## config.mk

```make
export PLATFORM = sky130hd
export DESIGN_NAME = goldschmidt_div_flat
export DESIGN_NICKNAME = d
export VERILOG_FILES = /design/src/rtl/goldschmidt_pkg.sv /design/src/rtl/goldschmidt_div_if.sv /design/src/rtl/gd_mul.sv /design/src/rtl/goldschmidt_div.sv /design/src/flat_wrapper.sv
export SDC_FILE = /design/constraint.sdc
export NUM_CORES = 2
export LEC_CHECK = 0
export BUFFER_PORTS_ARGS = -buffer_cell sky130_fd_sc_hd__buf_4
export CAP_MARGIN = 0
export CORE_ASPECT_RATIO = 1.5
export CORE_MARGIN = 1.5
export CORE_UTILIZATION = 45
export DETAILED_ROUTE_END_ITERATION = 8
export GPL_TIMING_DRIVEN = 0
export SLEW_MARGIN = 20
export SYNTH_ARGS = -nofsm -noshare
export SYNTH_HDL_FRONTEND = slang
export SYNTH_HIERARCHICAL = 1
export SYNTH_SLANG_ARGS = --single-unit
```

## constraint.sdc

```tcl
create_clock -name clk -period 9.6 [get_ports clk]
set_clock_uncertainty 0.05 [all_clocks]
set_input_delay 1.92 -clock clk [delete_from_list [all_inputs] [get_ports clk]]
set_output_delay 1.92 -clock clk [all_outputs]
set_load 0.01 [all_outputs]
```

## src/rtl/goldschmidt_pkg.sv

```systemverilog
// Shared types and constants for the Goldschmidt divider.
package goldschmidt_pkg;

    // Controller states.
    typedef enum logic [1:0] {
        IDLE  = 2'd0,
        MUL_N = 2'd1,
        MUL_D = 2'd2,
        DONE  = 2'd3
    } state_t;

    // Legal range of the iteration count.
    localparam int ITERS_MIN = 1;
    localparam int ITERS_MAX = 8;

    // Counter wide enough to hold ITERS_MAX.
    localparam int CNT_W = $clog2(ITERS_MAX + 1);

endpackage

```

## src/rtl/goldschmidt_div_if.sv

```systemverilog
// Request/response bundle between a requester and the Goldschmidt divider.
interface goldschmidt_div_if #(
    parameter int WIDTH = 28
) ();
    logic             start;
    logic [WIDTH-1:0] d;
    logic [WIDTH-1:0] x;
    logic             ready;
    logic             busy;
    logic             done;
    logic [WIDTH-1:0] q;
    logic             err;

    // Requester side: issues operands, observes status and result.
    modport master (
        output start, d, x,
        input  ready, busy, done, q, err
    );

    // Divider side.
    modport slave (
        input  start, d, x,
        output ready, busy, done, q, err
    );
endinterface

```

## src/rtl/gd_mul.sv

```systemverilog
// Combinational Q1.(WIDTH-1) multiplier: full product, then drop the low
// WIDTH-1 fraction bits (truncation, no rounding). The top product bit is
// discarded; operand ranges keep the result below 2.0.
module gd_mul #(
    parameter int WIDTH = 28
) (
    input  logic [WIDTH-1:0] i_a,
    input  logic [WIDTH-1:0] i_b,
    output logic [WIDTH-1:0] o_p
);

    logic [2*WIDTH-1:0] w_full;

    assign w_full = {{WIDTH{1'b0}}, i_a} * {{WIDTH{1'b0}}, i_b};
    assign o_p    = WIDTH'(w_full >> (WIDTH - 1));

endmodule

```

## src/rtl/goldschmidt_div.sv

```systemverilog
// Iterative Goldschmidt divider: q ~= x / d for a normalised divisor
// (d in [1.0, 2.0)). Each iteration scales N and D by K = 2 - D over two
// cycles on one shared multiplier, driving D towards 1.0 and N towards x/d.
module goldschmidt_div
    import goldschmidt_pkg::*;
#(
    parameter int WIDTH = 28,
    parameter int ITERS = 3
) (
    input  logic              clk,
    input  logic              reset,
    goldschmidt_div_if.slave  bus
);

    localparam logic [CNT_W-1:0] ITERS_C = CNT_W'(ITERS);

    state_t             r_state;
    state_t             w_state_nxt;
    logic [WIDTH-1:0]   r_n;
    logic [WIDTH-1:0]   r_d;
    logic [WIDTH-1:0]   r_q;
    logic               r_err;
    logic [CNT_W-1:0]   r_cnt;

    logic [WIDTH-1:0]   w_k;
    logic [WIDTH-1:0]   w_mul_a;
    logic [WIDTH-1:0]   w_prod;
    logic [CNT_W-1:0]   w_cnt_inc;

    logic               w_load;
    logic               w_reject;
    logic               w_upd_n;
    logic               w_upd_d;
    logic               w_finish;

    // K = 2 - D, i.e. the two's complement of D modulo 2.0. D only changes
    // in MUL_D, so the same K serves both halves of an iteration.
    assign w_k       = '0 - r_d;
    assign w_mul_a   = (r_state == MUL_D) ? r_d : r_n;
    assign w_cnt_inc = r_cnt + CNT_W'(1);

    gd_mul #(
        .WIDTH (WIDTH)
    ) u_mul (
        .i_a (w_mul_a),
        .i_b (w_k),
        .o_p (w_prod)
    );

    // State register.
    // NOTE: sequential state uses non-blocking assignments so every flop
    // samples pre-edge values regardless of block ordering.
    always_ff @(posedge clk) begin
        if (reset) begin
            r_state <= IDLE;
        end else begin
            r_state <= w_state_nxt;
        end
    end

    // Next-state decode and datapath strobes.
    // NOTE: every output of this block gets a default first, so no path
    // leaves a signal unassigned and no latch is inferred.
    always_comb begin
        w_state_nxt = r_state;
        w_load      = 1'b0;
        w_reject    = 1'b0;
        w_upd_n     = 1'b0;
        w_upd_d     = 1'b0;
        w_finish    = 1'b0;
        case (r_state)
            IDLE, DONE: begin
                if (bus.start) begin
                    if (bus.d[WIDTH-1]) begin
                        w_load      = 1'b1;
                        w_state_nxt = MUL_N;
                    end else begin
                        w_reject    = 1'b1;
                        w_state_nxt = DONE;
                    end
                end else begin
                    w_state_nxt = IDLE;
                end
            end
            MUL_N: begin
                w_upd_n     = 1'b1;
                w_state_nxt = MUL_D;
            end
            MUL_D: begin
                w_upd_d = 1'b1;
                if (w_cnt_inc < ITERS_C) begin
                    w_state_nxt = MUL_N;
                end else begin
                    w_finish    = 1'b1;
                    w_state_nxt = DONE;
                end
            end
            default: w_state_nxt = IDLE;
        endcase
    end

    // Operand, counter and result registers.
    // NOTE: these are plain flops, not a memory array, so all of them are
    // cleared on reset.
    always_ff @(posedge clk) begin
        if (reset) begin
            r_n   <= '0;
            r_d   <= '0;
            r_q   <= '0;
            r_err <= 1'b0;
            r_cnt <= '0;
        end else begin
            if (w_load) begin
                r_n   <= bus.x;
                r_d   <= bus.d;
                r_cnt <= '0;
                r_err <= 1'b0;
            end
            if (w_reject) begin
                r_q   <= '0;
                r_err <= 1'b1;
            end
            if (w_upd_n) begin
                r_n <= w_prod;
            end
            if (w_upd_d) begin
                r_d   <= w_prod;
                r_cnt <= w_cnt_inc;
            end
            if (w_finish) begin
                r_q <= r_n;
            end
        end
    end

    assign bus.ready = (r_state == IDLE) || (r_state == DONE);
    assign bus.busy  = (r_state == MUL_N) || (r_state == MUL_D);
    assign bus.done  = (r_state == DONE);
    assign bus.q     = r_q;
    assign bus.err   = r_err;

endmodule

```

## src/flat_wrapper.sv

```systemverilog
// flat-port wrapper written by rule: the top's interface ports become plain ports
module goldschmidt_div_flat import goldschmidt_pkg::*;
#(
    parameter int WIDTH = 28,
    parameter int ITERS = 3
)
  (clk, reset, bus_start, bus_d, bus_x, bus_ready, bus_busy, bus_done, bus_q, bus_err);
  goldschmidt_div_if #(.WIDTH(WIDTH)) bus_i ();
  input  logic clk;
  input  logic reset;
  input wire logic [$bits(bus_i.start)-1:0] bus_start;
  input wire logic [$bits(bus_i.d)-1:0] bus_d;
  input wire logic [$bits(bus_i.x)-1:0] bus_x;
  output wire logic [$bits(bus_i.ready)-1:0] bus_ready;
  output wire logic [$bits(bus_i.busy)-1:0] bus_busy;
  output wire logic [$bits(bus_i.done)-1:0] bus_done;
  output wire logic [$bits(bus_i.q)-1:0] bus_q;
  output wire logic [$bits(bus_i.err)-1:0] bus_err;
  assign bus_i.start = bus_start;
  assign bus_i.d = bus_d;
  assign bus_i.x = bus_x;
  assign bus_ready = bus_i.ready;
  assign bus_busy = bus_i.busy;
  assign bus_done = bus_i.done;
  assign bus_q = bus_i.q;
  assign bus_err = bus_i.err;
  goldschmidt_div #(.WIDTH(WIDTH), .ITERS(ITERS)) u_core (.clk(clk), .reset(reset), .bus(bus_i));
endmodule
```

=== Word-level counts from Yosys, hierarchy flattened ===
Index checks and enable logic that the tools add are counted.

* Logic and storage cells: 46
* Latch bits: 0
* Input bits: 59
* ROM bits: 0
* Flip-flop bits (word level): 91
* Output and inout bits: 32
* RAM bits: 0
* Memories: 0

* Div/mod/pow operators: 0
* Muxes and demuxes: 25
* Reductions and logical operators: 8
* Shift operators: 0
* Bitwise logic cells: 0
* $mul: 1
* Add/subtract/negate cells: 2
* Order comparisons: 1
* Eq/ne operators: 3

{| class="wikitable"
|+ Operators with widths
! kind !! count
|-
| two-way mux 28 bit || 7
|-
| multiplier 28 x 28 -> 55 bit || 1
|-
| subtractor 1 x 28 -> 28 bit, first input constant || 1
|-
| two-way mux 1 bit || 12
|-
| two-way mux 4 bit || 2
|-
| nonzero test 2 bit || 4
|-
| two-way mux 2 bit || 3
|-
| case mux 2 bit (3 select lines) || 1
|-
| adder 4 x 1 -> 4 bit, second input constant || 1
|-
| equality test 2 bit, second input constant || 2
|-
| < comparator 4 x 2 -> 1 bit, second input constant || 1
|-
| equality test 2 x 1 -> 1 bit, second input constant || 1
|-
| logical NOT 2 bit || 1
|-
| logical OR 1 bit || 2
|-
| OR reduction 2 bit || 1
|}

=== Depth between registers and ports, before layout ===
* Depth after elaboration: 5
* Depth in mapped cells: 35

=== By module ===
Netlist, hierarchy kept.

{| class="wikitable"
|+ By module, submodules not included
! module !! cells an instance !! area each (um^2) !! instances
|-
| gd_mul || 2858 || 25156.6 || 1
|-
| goldschmidt_div || 537 || 4895.9 || 1
|}

=== Worst setup path before layout ===
OpenSTA, ideal clock, no wires.

* Path kind: register to register
* Start point: register u_core.r_d[2]
* End point: register u_core.r_d[24]
* Clock period less this slack: 8270 ps
* Data arrival time: 8135 ps
* Slack: 1330 ps
* Stages on the path, launching flop included: 33
* Buffers on the path: 3
* Setup time: 86 ps
* Cell sequence: dfxtp_1 > clkbuf_2 > nor3_1 > nand2_1 > or4_1 > xor2_1 > clkbuf_1 > clkbuf_1 > nand2_1 > fa_1 > fa_1 > inv_1 > fa_1 > inv_1 > fa_1 > inv_1 > fa_1 > fa_1 > inv_1 > fa_1 > inv_1 > ha_1 > nand3_1 > nor2_1 > nand4_1 > or3_4 > a2111oi_4 > o41a_4 > a311oi_1 > o21ba_1 > xnor2_1 > mux2i_1 > a211oi_1

* Longest elaborated chain between the ends: 3
* Elaborated cells on any way between the ends: 4
* Classes of those cells: 1 x add/sub; 1 x mul; 2 x mux

{| class="wikitable"
|+ Ends and longest elaborated chain
! item !! line !! text
|-
| start: declaration || goldschmidt_div.sv:20 || <nowiki>logic [WIDTH-1:0] r_d;</nowiki>
|-
| start signal: assignment || goldschmidt_div.sv:115 || <nowiki>r_d <= bus.d;</nowiki>
|-
| start signal: assignment || goldschmidt_div.sv:127 || <nowiki>r_d <= w_prod;</nowiki>
|-
| subtractor 1 x 28 -> 28 bit || goldschmidt_div.sv:38 || <nowiki>assign w_k = '0 - r_d;</nowiki>
|-
| via u_core.w_k[15] || goldschmidt_div.sv:25 || <nowiki>logic [WIDTH-1:0] w_k;</nowiki>
|-
| multiplier 28 x 28 -> 55 bit || gd_mul.sv:14 || <nowiki>assign w_full = {{WIDTH{1'b0}}, i_a} * {{WIDTH{1'b0}}, i_b};</nowiki>
|-
| via u_core.w_prod[24] || goldschmidt_div.sv:27 || <nowiki>logic [WIDTH-1:0] w_prod;</nowiki>
|-
| two-way mux 28 bit || goldschmidt_div.sv:126 || <nowiki>if (w_upd_d) begin</nowiki>
|}

The timed path passes the listed nets, and every way through them passes these cells.
A chain may end at the register's enable or synchronous reset.

=== Worst setup path in the final report ===
* Start point: register u_core.r_state[0]
* End point: register u_core.r_n[22]

* Longest elaborated chain between the ends: 4
* Elaborated cells on any way between the ends: 11
* Classes of those cells: 1 x mul; 3 x eq/ne; 4 x mux; 3 x reduce/logical

{| class="wikitable"
|+ Ends and longest elaborated chain
! item !! line !! text
|-
| start: declaration || goldschmidt_div.sv:17 || <nowiki>state_t r_state;</nowiki>
|-
| start signal: assignment || goldschmidt_div.sv:57 || <nowiki>r_state <= w_state_nxt;</nowiki>
|-
| equality test 2 bit || goldschmidt_div.sv:39 || <nowiki>assign w_mul_a = (r_state == MUL_D) ? r_d : r_n;</nowiki>
|-
| two-way mux 28 bit || goldschmidt_div.sv:39 ||
|-
| via u_core.w_mul_a[0] || goldschmidt_div.sv:26 || <nowiki>logic [WIDTH-1:0] w_mul_a;</nowiki>
|-
| multiplier 28 x 28 -> 55 bit || gd_mul.sv:14 ||
|-
| via u_core.w_prod[22] || goldschmidt_div.sv:27 ||
|-
| two-way mux 28 bit || goldschmidt_div.sv:123 || <nowiki>if (w_upd_n) begin</nowiki>
|-
| end signal: assignment || goldschmidt_div.sv:114 || <nowiki>r_n <= bus.x;</nowiki>
|-
| end signal: assignment || goldschmidt_div.sv:124 || <nowiki>r_n <= w_prod;</nowiki>
|-
| end: declaration || goldschmidt_div.sv:19 || <nowiki>logic [WIDTH-1:0] r_n;</nowiki>
|}

The timed path passes the listed nets, and every way through them passes these cells.

==> metrics <==
status complete, no violations; Mapped Cells 3395; Crit Path Category reg2reg; most frequent cells in the layout 778 x inv_1, 669 x fa_1, 446 x nand2_1; Hold Vio Cnt, Final 0; fin cells 4364; setup violators final 0; hold_buf cts 0; CTS root buf clkbuf_16; antenna-violating nets left 0; reg2reg setup slack 0.21 ns; final instance area 32900 µm²; Placed Area 31900 µm²; GR Util All Layers 32.2%; CTS sink cnt 91; launch point of the worst path u_core/r_state[0]$_SDFF_PP0_; worst-case clock buffer depth 2; initial antenna violation count 6; Chip Width 214 µm; H-tree depth 3; DP Cell Count 4363; Mean Syn Cell Area 8.85 µm²; register bit total from synthesis 91; max_slew headroom 29.8%; ys async rst share 0%; RSZ-0062 raised after global routing true; via count 23600; WP data required 9.81 ns; vias in the first global route 25800; global route overflow 0; slowest stage delay, CP 0.70 ns; FF-to-FF path depth 31; reg2reg start u_core/r_state[0]$_SDFF_PP0_; Max Cap Viol 0; CP bufs+invs 9; Seq/Total Area, Yosys 6.06%; Post-synth EDFFs 0; Synth Cell Area 30100 µm²; Crit path top cell by count fa_1; Final Max Tran Viols 0; Fillers 6436; Clock Pin Slew Worst Setup and Hold Paths 0.07 ns; Worst-Skew Late Latency 0.36 ns; worst slack at placement -2.06 ns; critical path capture point type flop; port bufs 89; CTS buffer count 9; Primary FF master, synth dfxtp_1; Tmin final 9.39 ns; reg2reg end u_core/r_n[22]$_SDFFE_PP0P_; Iteration-0 DRC Markers 1343; first-pass GRT wire length 160000 µm; CP Max Fanout 10; synth unique cells 67; CP top delay family adder cells; Die Area 68400 µm²; row count 115; Avg Vias per Cell 5.40; proportion of layout cells with a drive suffix above 1 9.42%; detailed-route DRC error count 0; CP max stage cell fa_2; warning count from the yosys run 6; final net count 4416; Worst Path Arrival 9.60 ns; hold path start u_core/bus.q[2]$_SDFFE_PP0P_; Worst Hold Path EP u_core/bus.q[2]$_SDFFE_PP0P_; routability cong. 1.01; wire per inst 24.6 µm; Starting Density 45.7%; Top Ports 91; f_max 106 MHz; Die Span Y 320 µm; Tcrit/Tclk final 97.8%; PnR worst setup slack 0.207 ns; Core Box Area 65800 µm²; DRT Pass-1 Iters 6; largest net degree at the start of global routing 20; hold path depth 2; syn_nets 4333; commonest non-fill, non-tap cell in the layout inv_1; Tightest Pin Transition 1.05 ns; WHS 0.409 ns; Hold Crit Class reg2reg; Area Growth Syn to Fin 9.32%; DP Wirelength 88700 µm; Worst setup SP type flop; DRT Wirelength 107000 µm; CTS tree built
## registers in the layout (all words and copies together), names as in the netlist
name	flops
u_core/r_d	28
u_core/r_cnt	4
u_core/r_state	2
u_core/bus.q	28
u_core/bus.err	1
u_core/r_n	28
## how the worst max path moves through the flow
stage	endpoint	slack, ns	depth (start not counted)
after floorplan	u_core/r_d[24]$_SDFFE_PP0P_	1.33	32
after global placement	u_core/r_n[27]$_SDFFE_PP0P_	-2.08	32
after detailed placement	u_core/r_n[27]$_SDFFE_PP0P_	-2.06	32
after CTS	u_core/r_d[26]$_SDFFE_PP0P_	0.002	33
after global routing	u_core/r_d[26]$_SDFFE_PP0P_	-0.03	33
final	u_core/r_n[22]$_SDFFE_PP0P_	0.21	31
## synthesized netlist by cell type, drive strengths merged (14+ instances only)
library cell,instances,share of area (%)
mux2i,85,2.8
nor3,17,0.28
dfxtp,91,6.1
a21oi,51,0.86
buf,29,0.47
fa,672,45
nor2,87,1.1
ha,207,8.6
xnor2,44,1.3
nand2b,35,0.73
nand4,17,0.35
o21ai,18,0.30
and2,398,8.3
nand2,448,5.6
mux2,28,1.0
inv,779,9.7
xor2,14,0.41
a21o,30,0.75
a211oi,61,1.5
clkbuf,184,2.3
## cell families after synthesis
kind of cell	share of synthesized area, %
and+or+nand+nor	17.4
buffers and inverters	12.5
adders and majority gates	53.4
AOI/OAI and AO/OA	5.12
muxes	3.88
DFF	6.06
xor gates and xnor gates	1.69
## metal layers
layer  wire [µm]  track usage [%]  up-vias
met2       54500             57.7      984
met4       11100             26.6        4
met5          30                0        -
li1            -                -    10200
met1       35100             32.6    12000
met3        6480             5.63      418
## final cells by class
class	instances	area, µm²	share of cell area, %
sequential	91	1820	5.55
buffer	183	968	2.95
timing repair buffer	102	806	2.45
antenna	5	12.5	0.0381
clock buffer	10	229	0.697
tap	877	1100	3.34
inverter	779	2920	8.90
clock inverter	5	110	0.335
multi-input combinational	2312	24900	75.7
## worst reg2reg max path: cells and delay by family, from the launching register on
family,cells,cell delay [ns]
AOI/OAI and AO/OA,7,1.69
muxes,2,0.54
adders and majority gates,9,4.21
xor gates and xnor gates,1,0.18
DFF,1,0.33
buffers and inverters,9,1.82
and+or+nand+nor,3,0.47
## per-stage QoR
stage / util [%] / TNS [ns]
2_1_floorplan: - / 0
3_3_place_gp: 48.4 / -67.71
3_5_place_dp: 48.5 / -66.99
4_1_cts: 49.4 / 0
5_1_grt: 49.9 / -0.114
6_report: 50.0 / 0
## what timing repair did
| action | 4_1_cts | 5_1_grt |
|---|---|---|
| gates cloned | 0 | 0 |
| setup endpoints to repair | 56 | 41 |
| gates resized for setup | 137 | 147 |
| buffers inserted | 4 | 7 |
| endpoints found under the hold margin | 0 | 0 |
| pin swaps | 7 | 20 |
Power is not shown: default switching activity piles up to over one toggle a cycle in this logic, so the estimate is an artifact.
